<file path="src/rtl/partition_boundary_tx_pkg.sv">
// Shared definitions for the partition boundary-value transmitter:
// default widths and the FSM state encoding.
package partition_boundary_tx_pkg;

    localparam int SINGLE_W    = 32;
    localparam int DEF_NUM_VAL = 8;
    localparam int DEF_IDX_W   = 3;

    typedef enum logic [1:0] {
        ST_IDLE    = 2'd0,
        ST_COLLECT = 2'd1,
        ST_SEND    = 2'd2
    } tx_state_t;

endpackage

</file>
<file path="src/rtl/partition_boundary_tx_if.sv">
// Solver-side bus of the boundary-value transmitter: write/control inputs
// and the streamed output toward the neighbouring partition.
interface partition_boundary_tx_if #(
    parameter int WIDTH = partition_boundary_tx_pkg::SINGLE_W,
    parameter int IDX_W = partition_boundary_tx_pkg::DEF_IDX_W
);
    logic             step_start;
    logic             wr_en;
    logic [IDX_W-1:0] wr_idx;
    logic [WIDTH-1:0] wr_data;
    logic             send_req;
    logic             err_clr;
    logic [WIDTH-1:0] cout;
    logic [IDX_W-1:0] cout_idx;
    logic             control_valuation_sig;
    logic             frame_done;
    logic             busy;
    logic             stale_err;
    logic             overrun_err;

    modport master (
        output step_start, wr_en, wr_idx, wr_data, send_req, err_clr,
        input  cout, cout_idx, control_valuation_sig, frame_done, busy,
               stale_err, overrun_err
    );

    modport slave (
        input  step_start, wr_en, wr_idx, wr_data, send_req, err_clr,
        output cout, cout_idx, control_valuation_sig, frame_done, busy,
               stale_err, overrun_err
    );
endinterface

</file>
<file path="src/rtl/partition_value_buf.sv">
// NUM_VAL x WIDTH boundary-value register file with one write port, one
// write-through read port and a per-slot valid bitmap with clear.
module partition_value_buf import partition_boundary_tx_pkg::*; #(
    parameter int WIDTH   = SINGLE_W,
    parameter int NUM_VAL = DEF_NUM_VAL,
    parameter int IDX_W   = DEF_IDX_W
) (
    input  logic             clk,
    input  logic             rst_n,
    input  logic             i_wr_en,
    input  logic [IDX_W-1:0] i_wr_idx,
    input  logic [WIDTH-1:0] i_wr_data,
    input  logic             i_clr,
    input  logic [IDX_W-1:0] i_rd_idx,
    output logic [WIDTH-1:0] o_rd_data,
    output logic             o_all_valid
);

    logic [WIDTH-1:0]   r_mem [NUM_VAL];
    logic [NUM_VAL-1:0] r_valid;
    logic [NUM_VAL-1:0] w_wr_onehot;

    always_comb begin
        w_wr_onehot = '0;
        for (int i = 0; i < NUM_VAL; i++) begin
            if (i_wr_en && (i_wr_idx == IDX_W'(i))) begin
                w_wr_onehot[i] = 1'b1;
            end
        end
    end

    // A same-cycle write is visible on the read port so a write that lands
    // with send_req is part of the frame's first captured word.
    always_comb begin
        o_rd_data = '0;
        for (int i = 0; i < NUM_VAL; i++) begin
            if (i_rd_idx == IDX_W'(i)) begin
                o_rd_data = w_wr_onehot[i] ? i_wr_data : r_mem[i];
            end
        end
    end

    assign o_all_valid = &(r_valid | w_wr_onehot);

    always_ff @(posedge clk or negedge rst_n) begin
        if (!rst_n) begin
            for (int i = 0; i < NUM_VAL; i++) begin
                r_mem[i] <= '0;
            end
        end else begin
            for (int i = 0; i < NUM_VAL; i++) begin
                if (w_wr_onehot[i]) begin
                    r_mem[i] <= i_wr_data;
                end
            end
        end
    end

    always_ff @(posedge clk or negedge rst_n) begin
        if (!rst_n) begin
            r_valid <= '0;
        end else if (i_clr) begin
            r_valid <= w_wr_onehot;
        end else begin
            r_valid <= r_valid | w_wr_onehot;
        end
    end

endmodule

</file>
<file path="src/rtl/partition_boundary_tx.sv">
// Sending end of the inter-partition boundary link: collects one timestep's
// boundary values and streams them one per cycle on send_req.
module partition_boundary_tx import partition_boundary_tx_pkg::*; #(
    parameter int WIDTH   = SINGLE_W,
    parameter int NUM_VAL = DEF_NUM_VAL,
    parameter int IDX_W   = DEF_IDX_W
) (
    input  logic                    clk,
    input  logic                    rst_n,
    partition_boundary_tx_if.slave  bnd
);

    localparam logic [IDX_W-1:0] LAST_IDX = IDX_W'(NUM_VAL - 1);

    tx_state_t        r_state;
    tx_state_t        w_state_next;
    logic [IDX_W-1:0] r_ptr;
    logic [WIDTH-1:0] r_cout;
    logic [IDX_W-1:0] r_cout_idx;
    logic             r_strobe;
    logic             r_done;
    logic             r_stale_err;
    logic             r_overrun_err;

    logic             w_idx_ok;
    logic             w_buf_wr;
    logic             w_buf_clr;
    logic             w_all_valid;
    logic [WIDTH-1:0] w_rd_data;
    logic [IDX_W-1:0] w_rd_idx;
    logic             w_load;
    logic             w_stale_evt;
    logic             w_overrun_evt;

    assign w_idx_ok  = {1'b0, bnd.wr_idx} < (IDX_W + 1)'(NUM_VAL);
    assign w_buf_wr  = (r_state == ST_COLLECT) && bnd.wr_en && w_idx_ok;
    assign w_buf_clr = bnd.step_start &&
                       ((r_state == ST_IDLE) ||
                        ((r_state == ST_COLLECT) && !bnd.send_req));
    assign w_stale_evt = (r_state == ST_COLLECT) && bnd.send_req && !w_all_valid;

    partition_value_buf #(
        .WIDTH   (WIDTH),
        .NUM_VAL (NUM_VAL),
        .IDX_W   (IDX_W)
    ) u_buf (
        .clk         (clk),
        .rst_n       (rst_n),
        .i_wr_en     (w_buf_wr),
        .i_wr_idx    (bnd.wr_idx),
        .i_wr_data   (bnd.wr_data),
        .i_clr       (w_buf_clr),
        .i_rd_idx    (w_rd_idx),
        .o_rd_data   (w_rd_data),
        .o_all_valid (w_all_valid)
    );

    always_ff @(posedge clk or negedge rst_n) begin
        if (!rst_n) begin
            r_state <= ST_IDLE;
        end else begin
            r_state <= w_state_next;
        end
    end

    always_comb begin
        w_state_next = r_state;
        case (r_state)
            ST_IDLE:    if (bnd.step_start) w_state_next = ST_COLLECT;
            ST_COLLECT: if (bnd.send_req)   w_state_next = ST_SEND;
            ST_SEND:    if (r_ptr == LAST_IDX) w_state_next = ST_IDLE;
            default:    w_state_next = ST_IDLE;
        endcase
    end

    // w_load fetches the next slot into the output registers: slot 0 when a
    // frame is accepted, then one slot per cycle until the last has gone out.
    always_comb begin
        w_load        = 1'b0;
        w_rd_idx      = r_ptr + 1'b1;
        w_overrun_evt = 1'b0;
        case (r_state)
            ST_IDLE: begin
                w_overrun_evt = bnd.wr_en;
            end
            ST_COLLECT: begin
                w_overrun_evt = bnd.wr_en && !w_idx_ok;
                if (bnd.send_req) begin
                    w_load   = 1'b1;
                    w_rd_idx = '0;
                end
            end
            ST_SEND: begin
                w_overrun_evt = bnd.wr_en || bnd.step_start || bnd.send_req;
                w_load        = (r_ptr != LAST_IDX);
            end
            default: begin
                w_load = 1'b0;
            end
        endcase
    end

    always_ff @(posedge clk or negedge rst_n) begin
        if (!rst_n) begin
            r_ptr      <= '0;
            r_cout     <= '0;
            r_cout_idx <= '0;
            r_strobe   <= 1'b0;
            r_done     <= 1'b0;
        end else if (w_load) begin
            r_ptr      <= w_rd_idx;
            r_cout     <= w_rd_data;
            r_cout_idx <= w_rd_idx;
            r_strobe   <= 1'b1;
            r_done     <= (w_rd_idx == LAST_IDX);
        end else begin
            r_strobe   <= 1'b0;
            r_done     <= 1'b0;
        end
    end

    // A new error event wins over a coincident err_clr.
    always_ff @(posedge clk or negedge rst_n) begin
        if (!rst_n) begin
            r_stale_err   <= 1'b0;
            r_overrun_err <= 1'b0;
        end else begin
            r_stale_err   <= w_stale_evt   || (r_stale_err   && !bnd.err_clr);
            r_overrun_err <= w_overrun_evt || (r_overrun_err && !bnd.err_clr);
        end
    end

    assign bnd.cout                  = r_cout;
    assign bnd.cout_idx              = r_cout_idx;
    assign bnd.control_valuation_sig = r_strobe;
    assign bnd.frame_done            = r_done;
    assign bnd.busy                  = (r_state != ST_IDLE);
    assign bnd.stale_err             = r_stale_err;
    assign bnd.overrun_err           = r_overrun_err;

endmodule

</file>
<file path="src/flat_wrapper.sv">
// flat-port wrapper written by rule: the top's interface ports become plain ports
module partition_boundary_tx_flat import partition_boundary_tx_pkg::*;
#(
    parameter int WIDTH   = SINGLE_W,
    parameter int NUM_VAL = DEF_NUM_VAL,
    parameter int IDX_W   = DEF_IDX_W
)
  (clk, rst_n, bnd_step_start, bnd_wr_en, bnd_wr_idx, bnd_wr_data, bnd_send_req, bnd_err_clr, bnd_cout, bnd_cout_idx, bnd_control_valuation_sig, bnd_frame_done, bnd_busy, bnd_stale_err, bnd_overrun_err);
  partition_boundary_tx_if #(.WIDTH(WIDTH), .IDX_W(IDX_W)) bnd_i ();
  input  logic clk;
  input  logic rst_n;
  input wire logic [$bits(bnd_i.step_start)-1:0] bnd_step_start;
  input wire logic [$bits(bnd_i.wr_en)-1:0] bnd_wr_en;
  input wire logic [$bits(bnd_i.wr_idx)-1:0] bnd_wr_idx;
  input wire logic [$bits(bnd_i.wr_data)-1:0] bnd_wr_data;
  input wire logic [$bits(bnd_i.send_req)-1:0] bnd_send_req;
  input wire logic [$bits(bnd_i.err_clr)-1:0] bnd_err_clr;
  output wire logic [$bits(bnd_i.cout)-1:0] bnd_cout;
  output wire logic [$bits(bnd_i.cout_idx)-1:0] bnd_cout_idx;
  output wire logic [$bits(bnd_i.control_valuation_sig)-1:0] bnd_control_valuation_sig;
  output wire logic [$bits(bnd_i.frame_done)-1:0] bnd_frame_done;
  output wire logic [$bits(bnd_i.busy)-1:0] bnd_busy;
  output wire logic [$bits(bnd_i.stale_err)-1:0] bnd_stale_err;
  output wire logic [$bits(bnd_i.overrun_err)-1:0] bnd_overrun_err;
  assign bnd_i.step_start = bnd_step_start;
  assign bnd_i.wr_en = bnd_wr_en;
  assign bnd_i.wr_idx = bnd_wr_idx;
  assign bnd_i.wr_data = bnd_wr_data;
  assign bnd_i.send_req = bnd_send_req;
  assign bnd_i.err_clr = bnd_err_clr;
  assign bnd_cout = bnd_i.cout;
  assign bnd_cout_idx = bnd_i.cout_idx;
  assign bnd_control_valuation_sig = bnd_i.control_valuation_sig;
  assign bnd_frame_done = bnd_i.frame_done;
  assign bnd_busy = bnd_i.busy;
  assign bnd_stale_err = bnd_i.stale_err;
  assign bnd_overrun_err = bnd_i.overrun_err;
  partition_boundary_tx #(.WIDTH(WIDTH), .NUM_VAL(NUM_VAL), .IDX_W(IDX_W)) u_core (.clk(clk), .rst_n(rst_n), .bnd(bnd_i));
endmodule
</file>
<file path="config.mk">
export PLATFORM = sky130hd
export DESIGN_NAME = partition_boundary_tx_flat
export DESIGN_NICKNAME = d
export VERILOG_FILES = /design/src/rtl/partition_boundary_tx_pkg.sv /design/src/rtl/partition_boundary_tx_if.sv /design/src/rtl/partition_value_buf.sv /design/src/rtl/partition_boundary_tx.sv /design/src/flat_wrapper.sv
export SDC_FILE = /design/constraint.sdc
export NUM_CORES = 1
export LEC_CHECK = 0
export CAP_MARGIN = 15
export CORE_MARGIN = 5
export CORE_UTILIZATION = 54
export DETAILED_ROUTE_END_ITERATION = 8
export PLACE_DENSITY = 0.8
export SLEW_MARGIN = 20
export SYNTH_ARGS = -nofsm -noshare
export SYNTH_HDL_FRONTEND = slang
export SYNTH_SLANG_ARGS = --single-unit
</file>
<file path="constraint.sdc">
create_clock -name clk -period 2.4 [get_ports clk]
set_clock_uncertainty 0.2 [all_clocks]
set_input_delay 0.24 -clock clk [delete_from_list [all_inputs] [get_ports clk]]
set_output_delay 0.24 -clock clk [all_outputs]
set_load 0.01 [all_outputs]
</file>
==> impl_results.md, run 1 <==
- Final worst slack: -0.181 ns
- RD Place Congestion: 0.786
- WP depth: 9
- TNS Setup: -3.88 ns
- Leading area contributor after synthesis: dfrtp_1
- DIE WIDTH: 168 µm
- Period utilization: 108%
- Final worst path period need: 2.58 ns
- Avg Cell Area, Syn: 13.3 µm²
- Yosys cell types: 34
- Worst setup SP type: register
- FF-to-FF path depth: 9
- GRT Overall Usage: 26.9%
- Nets@finish: 1193
- CP bufs+invs: 2
- DIE AREA: 28300 µm²
- Run status: finished with violations
- Clk sinks: 305
- Root Buffer Master: clkbuf_16
- Worst-path clk slew: 0.06 ns
- Post-synth EDFFs: 0
- Pleak: 7.41 nW
- Post-Syn Nets: 1061
- Initial DRC Count: 787
- FF+latch count, synth: 305
- Vias/cell: 6.57
- Asr flop ratio synth: 100%
- DRT Wirelength: 38.8 mm
- CP Class: reg -> reg
- Worst Path Arrival: 2.81 ns
- Final ANT Viol Nets: 0
- GRT overflow: 0
- Pwr dens: 1360 nW/µm²
- Main synth FF type: dfrtp_1
- CTS buffer count: 31
- Layout cells sized above 1: 39.5%
- Finished Layout Cells: 1498
- CTS tree: built
- Slowest CP cell: or3_1
- DP Worst Slack: -0.352 ns
- Die Ht: 168 µm
- Most common library cells after synthesis: dfrtp_1 (305), mux2_2 (253), clkbuf_1 (55), a32o_1 (33)
- Final Max Tran Viols: 0
- Final hold vios: 0
- Initial antenna violation count: 0
- Drt wl/cell: 25.9 µm
- Final HPWL DP: 21.4 mm
- Area Overhead vs Synth: 25.3%
- CTS max path bufs: 3
- DRC Markers: 0
- Synth Instances: 1013
- Io pins: 81
- Synth warnings: 0
- Unrepaired setup endpoints after global routing: true
- Synth Cell Area: 13500 µm²
- Worst VDD drop: 0.875 mV
- First-pass GRT wire length: 60.7 mm
- Crit-path cells: inv_2, ha_4, nand3b_1, or3_1, buf_4, mux2_2, a21oi_1, and3b_1, o21ai_1
- Endpoint class of the critical path: register
- Clk Latency, worst-skew pair: 0.55 ns
- Worst path max stage delay: 0.50 ns
- Starting Density: 54.3%
- Sequential area share after synthesis: 56.5%
- Crit path max fanout: 16
- Post-Place Cells: 1417
- Routed via count: 9841
- Failing checks: negative setup slack
- MaxCap Viol Count: 0
- Final setup fails: 32
- Largest net degree at the start of global routing: 64
- Cell family with most CP delay: simple AND/OR/NAND/NOR gates
- Slew HR: 47.1%
- HP Class: in -> async
- Worst path required time: 2.63 ns
- Core box area: 24900 µm²
- H-tree lvl count: 1
- Most common cell in the netlist: dfrtp_1
- DRT Pass-1 Iters: 5
- Antenna cells: 0
- Design Area, Final: 16900 µm²
- Achievable Freq: 0.387 GHz
- Share of the synthesized area in the top cell type: 56.5%
- Top cells by area, synth: dfrtp_1 (56%), mux2_2 (21%), a32o_1 (2.4%), a31o_2 (2.1%), a32oi_1 (2.0%)
- Worst Max-Slew Pin Slew: 0.788 ns
- Via count of the first global-routing pass: 10500
- Layout fillers: 1658
- Port-buffer cells: 80
- Row count: 58
- Cell Area, Placed: 15400 µm²
power breakdown:
part / internal (mW) / switching, mW
Combinational: 4.87 / 5.32
Sequential: 7.33 / 0.760
Clock: 2.75 / 1.98
Total: 15.0 / 8.06
kinds of logic after synthesis:
family | Yosys count | share of synthesized area (%)
DFF | 305 | 56.5
muxes | 256 | 21.3
adders and majority gates | 7 | 0.648
AOI/OAI and AO/OA | 276 | 15.2
buffers and inverters | 86 | 2.61
and+or+nand+nor | 83 | 3.76
cell type report:
class | count | area (µm²) | share of cell area, %
multi-input combinational | 622 | 5840 | 34.4
clock buffer | 48 | 930 | 5.49
inverter | 7 | 26.3 | 0.155
tap | 330 | 413 | 2.44
clock inverter | 8 | 75.1 | 0.443
timing repair buffer | 178 | 2030 | 12.0
sequential | 305 | 7630 | 45.0
cell usage in the layout (no fill, tap or decap), types with 29 or more instances in the layout:
| cell | synthesis | layout |
|---|---|---|
| a21oi_1 | 31 | 31 |
| a32o_1 | 33 | 29 |
| a31o_2 | 32 | 32 |
| o211ai_1 | 32 | 32 |
| o21a_1 | 32 | 32 |
| a22oi_1 | 32 | 32 |
| buf_12 | 0 | 30 |
| clkdlybuf4s50_1 | 0 | 78 |
| mux2_2 | 253 | 218 |
| o21ai_1 | 32 | 29 |
| mux2_4 | 0 | 35 |
| clkbuf_16 | 0 | 31 |
| dfrtp_1 | 305 | 305 |
| a32oi_1 | 31 | 29 |
| buf_4 | 0 | 56 |
routing by layer:
layer  wire (µm)  part of all wire, %  vias to the layer above  GRT usage (%)
li1            -                    -                     4115              -
met1       16000                   41                     5151           37.4
met2       18600                   48                      492           43.8
met3        3150                  8.1                       83           4.86
met4         992                  2.6                        0           8.12
met5           0                    0                        -              0
worst paths after layout:
| path | start | end | slack [ns] |
|---|---|---|---|
| max in group asynchronous | rst_n | u_core.bnd.cout[11] | 1.21 |
| worst max-delay path | u_core.r_state[1] | u_core.bnd.cout[5] | -0.18 |
| worst min-delay path | rst_n | u_core.u_buf.r_mem[194] | 0.03 |
| worst max register to register | u_core.r_state[1] | u_core.bnd.cout[5] | -0.18 |
| min in group clk | bnd_err_clr | u_core.bnd.stale_err | 0.10 |
| worst min register to register | u_core.bnd.overrun_err | u_core.bnd.overrun_err | 0.29 |
registers in the layout (all words and copies together) (netlist names):
register	count
u_core.bnd.control_valuation_sig	1
u_core.bnd.cout	32
u_core.bnd.frame_done	1
u_core.bnd.overrun_err	1
u_core.bnd.stale_err	1
u_core.r_ptr	3
u_core.r_state	2
u_core.u_buf.r_mem	256
u_core.u_buf.r_valid	8
through the flow:
| step | power, mW | utilization, % | hold WS [ns] |
|---|---|---|---|
| 2_1_floorplan | 13.7 | - | -0.256 |
| 3_3_place_gp | 16.9 | 61.8 | 0.0315 |
| 3_5_place_dp | 17.3 | 61.8 | 0.0240 |
| 4_1_cts | 22.7 | 68.1 | 0.0445 |
| 5_1_grt | 24.0 | 68.1 | 0.0835 |
| 6_report | 23.0 | 68.1 | 0.0299 |
timing repair:
item / CTS / global route
resized for setup: 54 / 12
hold buffers: 1 / 0
gates cloned: 7 / 0
hold endpoints to repair: 305 / 0
endpoints found under the setup margin: 33 / 32
pin swaps: 23 / 12
buffers inserted: 18 / 4
No activity file was read; power rests on OpenSTA's default activity.
==> inputs of run 2 (changes only) <==
CTS_CLUSTER_SIZE = 14   (was not set)
SLEW_MARGIN = 10   (was 20)
==> impl_results.md, run 2 (synthesis gave the netlist of run 1 again) <==
- Row count: 58
- GRT overflow: 0
- Die Ht: 168 µm
- Worst Path Arrival: 2.81 ns
- DIE WIDTH: 168 µm
- Routed via count: 9815
- DRT Wirelength: 38.7 mm
- Port-buffer cells: 80
- Starting Density: 54.3%
- Core Util, Final: 68.1%
- R2R Path End: u_core.bnd.cout[31]
- Worst-path clk slew: 0.06 ns
- Largest net degree at the start of global routing: 64
- DRC Markers: 0
- Max FFs per register: 256
- Worst Max-Slew Pin Slew: 0.798 ns
- Cell Area, Placed: 15400 µm²
- Vias/cell: 6.55
- Clk sinks: 305
- MaxCap Viol Count: 0
- HP Class: in -> async
- RD Place Congestion: 0.786
- Crit path max fanout: 6
- Final hold vios: 0
- CTS tree: built
- DIE AREA: 28300 µm²
- Unrepaired setup endpoints after global routing: true
- R2r setup slk: -0.19 ns
- Failing checks: negative setup slack
- Final ANT Viol Nets: 0
- Final total power: 23.0 mW
- TNS Setup: -3.95 ns
- DRT Pass-1 Iters: 5
- Layout cells sized above 1: 39.5%
- Root Buffer Master: clkbuf_16
- Clk Latency, worst-skew pair: 0.55 ns
- Period utilization: 108%
- Final HPWL DP: 21.4 mm
- Endpoint class of the critical path: register
- Initial antenna violation count: 0
- Antenna cells: 0
- CTS buffer count: 31
- Final worst slack: -0.186 ns
- CTS max path bufs: 3
- First-pass GRT wire length: 60.7 mm
- DP Worst Slack: -0.352 ns
- H-tree lvl count: 1
- Achievable Freq: 0.387 GHz
- Global route hottest layer: met2
- FF-to-FF path depth: 11
- Drt wl/cell: 25.8 µm
- Io pins: 81
- Worst VDD drop: 0.871 mV
- CP Class: reg -> reg
- Final Max Tran Viols: 0
- Grt met3 use: 4.86%
- Core box area: 24900 µm²
- Run status: finished with violations
- Initial DRC Count: 791
- Register name with the most flops: u_core.u_buf.r_mem
- Most frequent cells in the layout: dfrtp_1 (305), mux2_2 (218), clkdlybuf4s50_1 (78), buf_4 (56), mux2_4 (35)
- Worst setup SP type: register
- Via count of the first global-routing pass: 10500
- Met1 GRT Util: 37.4%
- Design Area, Final: 16900 µm²
- Slew HR: 46.5%
- Final setup fails: 32
- GR Util met2: 43.8%
- Finished Layout Cells: 1498
- Post-Place Cells: 1417
- Nets@finish: 1193
- Crit Reg-Reg Startpoint: u_core.r_state[1]
- GRT Overall Usage: 26.9%
- Most common cell after layout, fill and taps aside: dfrtp_1
- Area Overhead vs Synth: 25.3%
- Final worst path period need: 2.59 ns
- Worst path required time: 2.62 ns
- Worst hold margin: 0.0326 ns
- Pleak: 7.41 nW
- Pwr dens: 1360 nW/µm²
run 2: worst max-delay path by stage:
stage / start / endpoint / cells past startpoint / slack [ns]
floorplan: u_core.r_state[1] / u_core.bnd.cout[10] / 10 / -0.07
global placement: bnd_wr_en / u_core.bnd.cout[1] / 9 / -0.33
finish: u_core.r_state[1] / u_core.bnd.cout[31] / 11 / -0.19
global route: u_core.r_state[1] / u_core.bnd.cout[5] / 9 / -0.29
CTS: u_core.r_state[1] / u_core.bnd.cout[12] / 12 / -0.13
detailed placement: bnd_wr_en / u_core.bnd.cout[31] / 9 / -0.35
run 2: area by class of cell:
cell class	instances	area, µm²
Clock inverter	8	75.1
Inverter	7	26.3
Multi-Input combinational cell	622	5840
Tap cell	330	413
Clock buffer	48	930
Sequential cell	305	7630
Fill cell	1658	7940
Timing Repair Buffer	178	2030
run 2: worst max-delay path: stages, from the launching register on:
cell      delay (ns)
dfrtp_1         0.39
inv_2           0.08
ha_4            0.14
nand3b_1        0.12
buf_6           0.16
nor2_4          0.17
buf_6           0.15
buf_12          0.14
mux2_4          0.32
a32o_2          0.26
nor3_2          0.22
o21ai_1         0.10
run 2: power breakdown:
part	total [mW]	switching, mW	internal [mW]
Clock	4.74	1.98	2.75
Sequential	8.09	0.759	7.33
Combinational	10.2	5.32	4.87
Total	23.0	8.06	15.0
run 2: what timing repair did:
| action | in CTS | in global routing |
|---|---|---|
| hold buffers | 1 | 0 |
| hold endpoints to repair | 305 | 0 |
| endpoints found under the setup margin | 33 | 32 |
| setup buffers | 18 | 4 |
| pin swaps | 23 | 12 |
| cloned | 7 | 0 |
| gates resized for setup | 54 | 12 |
run 2: metal layers:
metal / vias up / share of wire, % / wire [µm]
met5: - / 0 / 0
met4: 0 / 2.6 / 1010
met3: 83 / 8.6 / 3340
met2: 509 / 48 / 18500
met1: 5101 / 41 / 15800
li1: 4122 / - / -
==> inputs of run 3 (changes only) <==
CORE_UTILIZATION = 31   (was 54)
PLACE_DENSITY = 0.53   (was 0.8)
==> impl_results.md, run 3 (synthesis gave the netlist of run 1 again) <==
- Run status: finished with violations
- Failing checks: negative setup slack
- Area Overhead vs Synth: 30.2%
- Largest net degree at the start of global routing: 62
- Slew HR: 60.0%
- Drt wl/cell: 22.9 µm
- Worst-path clk slew: 0.06 ns
- HP Class: in -> async
- RD Place Congestion: 0.742
- Met2 wire len: 18.5 mm
- Core Util, Final: 40.9%
- Die Ht: 219 µm
- Most frequent cells in the layout: dfrtp_1 (305), mux2_2 (222), clkdlybuf4s50_1 (78), buf_4 (60), clkbuf_16 (40)
- Final setup fails: 32
- CTS buffer count: 36
- Final total power: 23.5 mW
- Met3 Wirelength: 1.93 mm
- Pleak: 7.57 nW
- DRC Markers: 0
- Endpoint class of the critical path: register
- H-tree lvl count: 2
- Worst path required time: 2.59 ns
- Worst Max-Slew Pin Slew: 0.600 ns
- CTS max path bufs: 3
- Final Max Tran Viols: 0
- Unrepaired setup endpoints after global routing: true
- Final hold vios: 0
- Initial antenna violation count: 0
- Max FFs per register: 256
- DIE AREA: 47900 µm²
- Worst hold margin: 0.0290 ns
- Worst setup SP type: register
- DIE WIDTH: 219 µm
- Most common cell after layout, fill and taps aside: dfrtp_1
- Achievable Freq: 0.386 GHz
- Routed via count: 9357
- DRT Pass-1 Iters: 5
- Register name with the most flops: u_core.u_buf.r_mem
- Root Buffer Master: clkbuf_16
- Vias/cell: 5.29
- Port-buffer cells: 80
- First-pass GRT wire length: 62.7 mm
- Row count: 76
- Clk Latency, worst-skew pair: 0.52 ns
- Core box area: 43100 µm²
- FF-to-FF path depth: 11
- MaxCap Viol Count: 0
- Period utilization: 108%
- Starting Density: 31.4%
- GRT overflow: 0
- Wire length on met1: 19.4 mm
- TNS Setup: -4.38 ns
- Worst VDD drop: 0.727 mV
- Antenna cells: 0
- Final worst slack: -0.191 ns
- DRT Wirelength: 40.5 mm
- Io pins: 81
- Top Metal Used: met4
- Nets@finish: 1208
- Final HPWL DP: 24.3 mm
- Initial DRC Count: 602
- GRT Overall Usage: 16.8%
- Layout cells sized above 1: 40.5%
- Final worst path period need: 2.59 ns
- CP Class: reg -> reg
- Crit path max fanout: 5
- Via count of the first global-routing pass: 10100
- Final ANT Viol Nets: 0
- Worst Path Arrival: 2.78 ns
- CTS tree: built
- Pwr dens: 1340 nW/µm²
- Clk sinks: 305
## run 3: changes by cell type in the layout (fill, tap and decap cells not counted), sizes merged
cell,previous run,this run
buf,96,105
bufbuf,2,0
bufinv,1,4
clkbuf,48,58
clkinv,4,2
clkinvlp,4,0
inv,6,8
## run 3: stage by stage
| stage | worst slack, ns | cells | instance area, µm² |
|---|---|---|---|
| finish | -0.191 | 1769 | 17600 |
| CTS | -0.132 | 1761 | 17400 |
| detailed placement | -0.338 | 1689 | 15900 |
| global route | -0.238 | 1769 | 17600 |
| floorplan | -0.0650 | 1013 | 13600 |
| global placement | -0.332 | 1689 | 15900 |
## run 3: metal layers
| metal | vias up | track usage, % |
|---|---|---|
| met5 | - | 0 |
| met4 | 0 | 4.12 |
| met3 | 50 | 2.95 |
| met2 | 229 | 26.0 |
| met1 | 4943 | 24.6 |
| li1 | 4135 | - |
## run 3: cell type report
cell class	count	area, µm²
fill	3984	25500
sequential	305	7630
multi-input combinational	622	5830
timing repair buffer	188	2170
clock buffer	55	1060
tap	585	732
clock inverter	7	143
inverter	7	26.3
## run 3: worst max-delay path, cell delays in order (launching register included)
cell and delay, ns:
dfrtp_1 0.39, inv_2 0.08, ha_4 0.15, nand3b_1 0.17, buf_6 0.19, nor2_4 0.15
buf_12 0.15, buf_12 0.14, mux2_4 0.31, a32o_1 0.23, and3b_2 0.25, o21ai_2 0.06
## run 3: timing repair
| action | in CTS | in global routing |
|---|---|---|
| gates resized for setup | 24 | 37 |
| cloned | 2 | 3 |
| hold endpoints to repair | 245 | 0 |
| hold buffers | 1 | 0 |
| pin swaps | 6 | 23 |
| setup buffers | 7 | 6 |
| setup endpoints to repair | 33 | 33 |
## run 3: final timing paths
kind                                         startpoint                       to  slack [ns]
worst max-delay path                  u_core.r_state[1]      u_core.bnd.cout[19]       -0.19
worst min-delay path                              rst_n  u_core.u_buf.r_mem[170]        0.03
worst max register to register        u_core.r_state[1]      u_core.bnd.cout[19]       -0.19
worst min register to register  u_core.u_buf.r_valid[2]  u_core.u_buf.r_valid[2]        0.28
max in group asynchronous                         rst_n   u_core.u_buf.r_mem[29]        1.18
min in group clk                            bnd_err_clr     u_core.bnd.stale_err        0.15
## run 3: where the power goes
group | switching [mW] | internal [mW] | total (mW) | leakage (nW)
logic | 5.17 | 4.73 | 9.90 | 3.09
clock network | 2.13 | 3.48 | 5.61 | 0.589
registers | 0.673 | 7.33 | 8.00 | 3.89
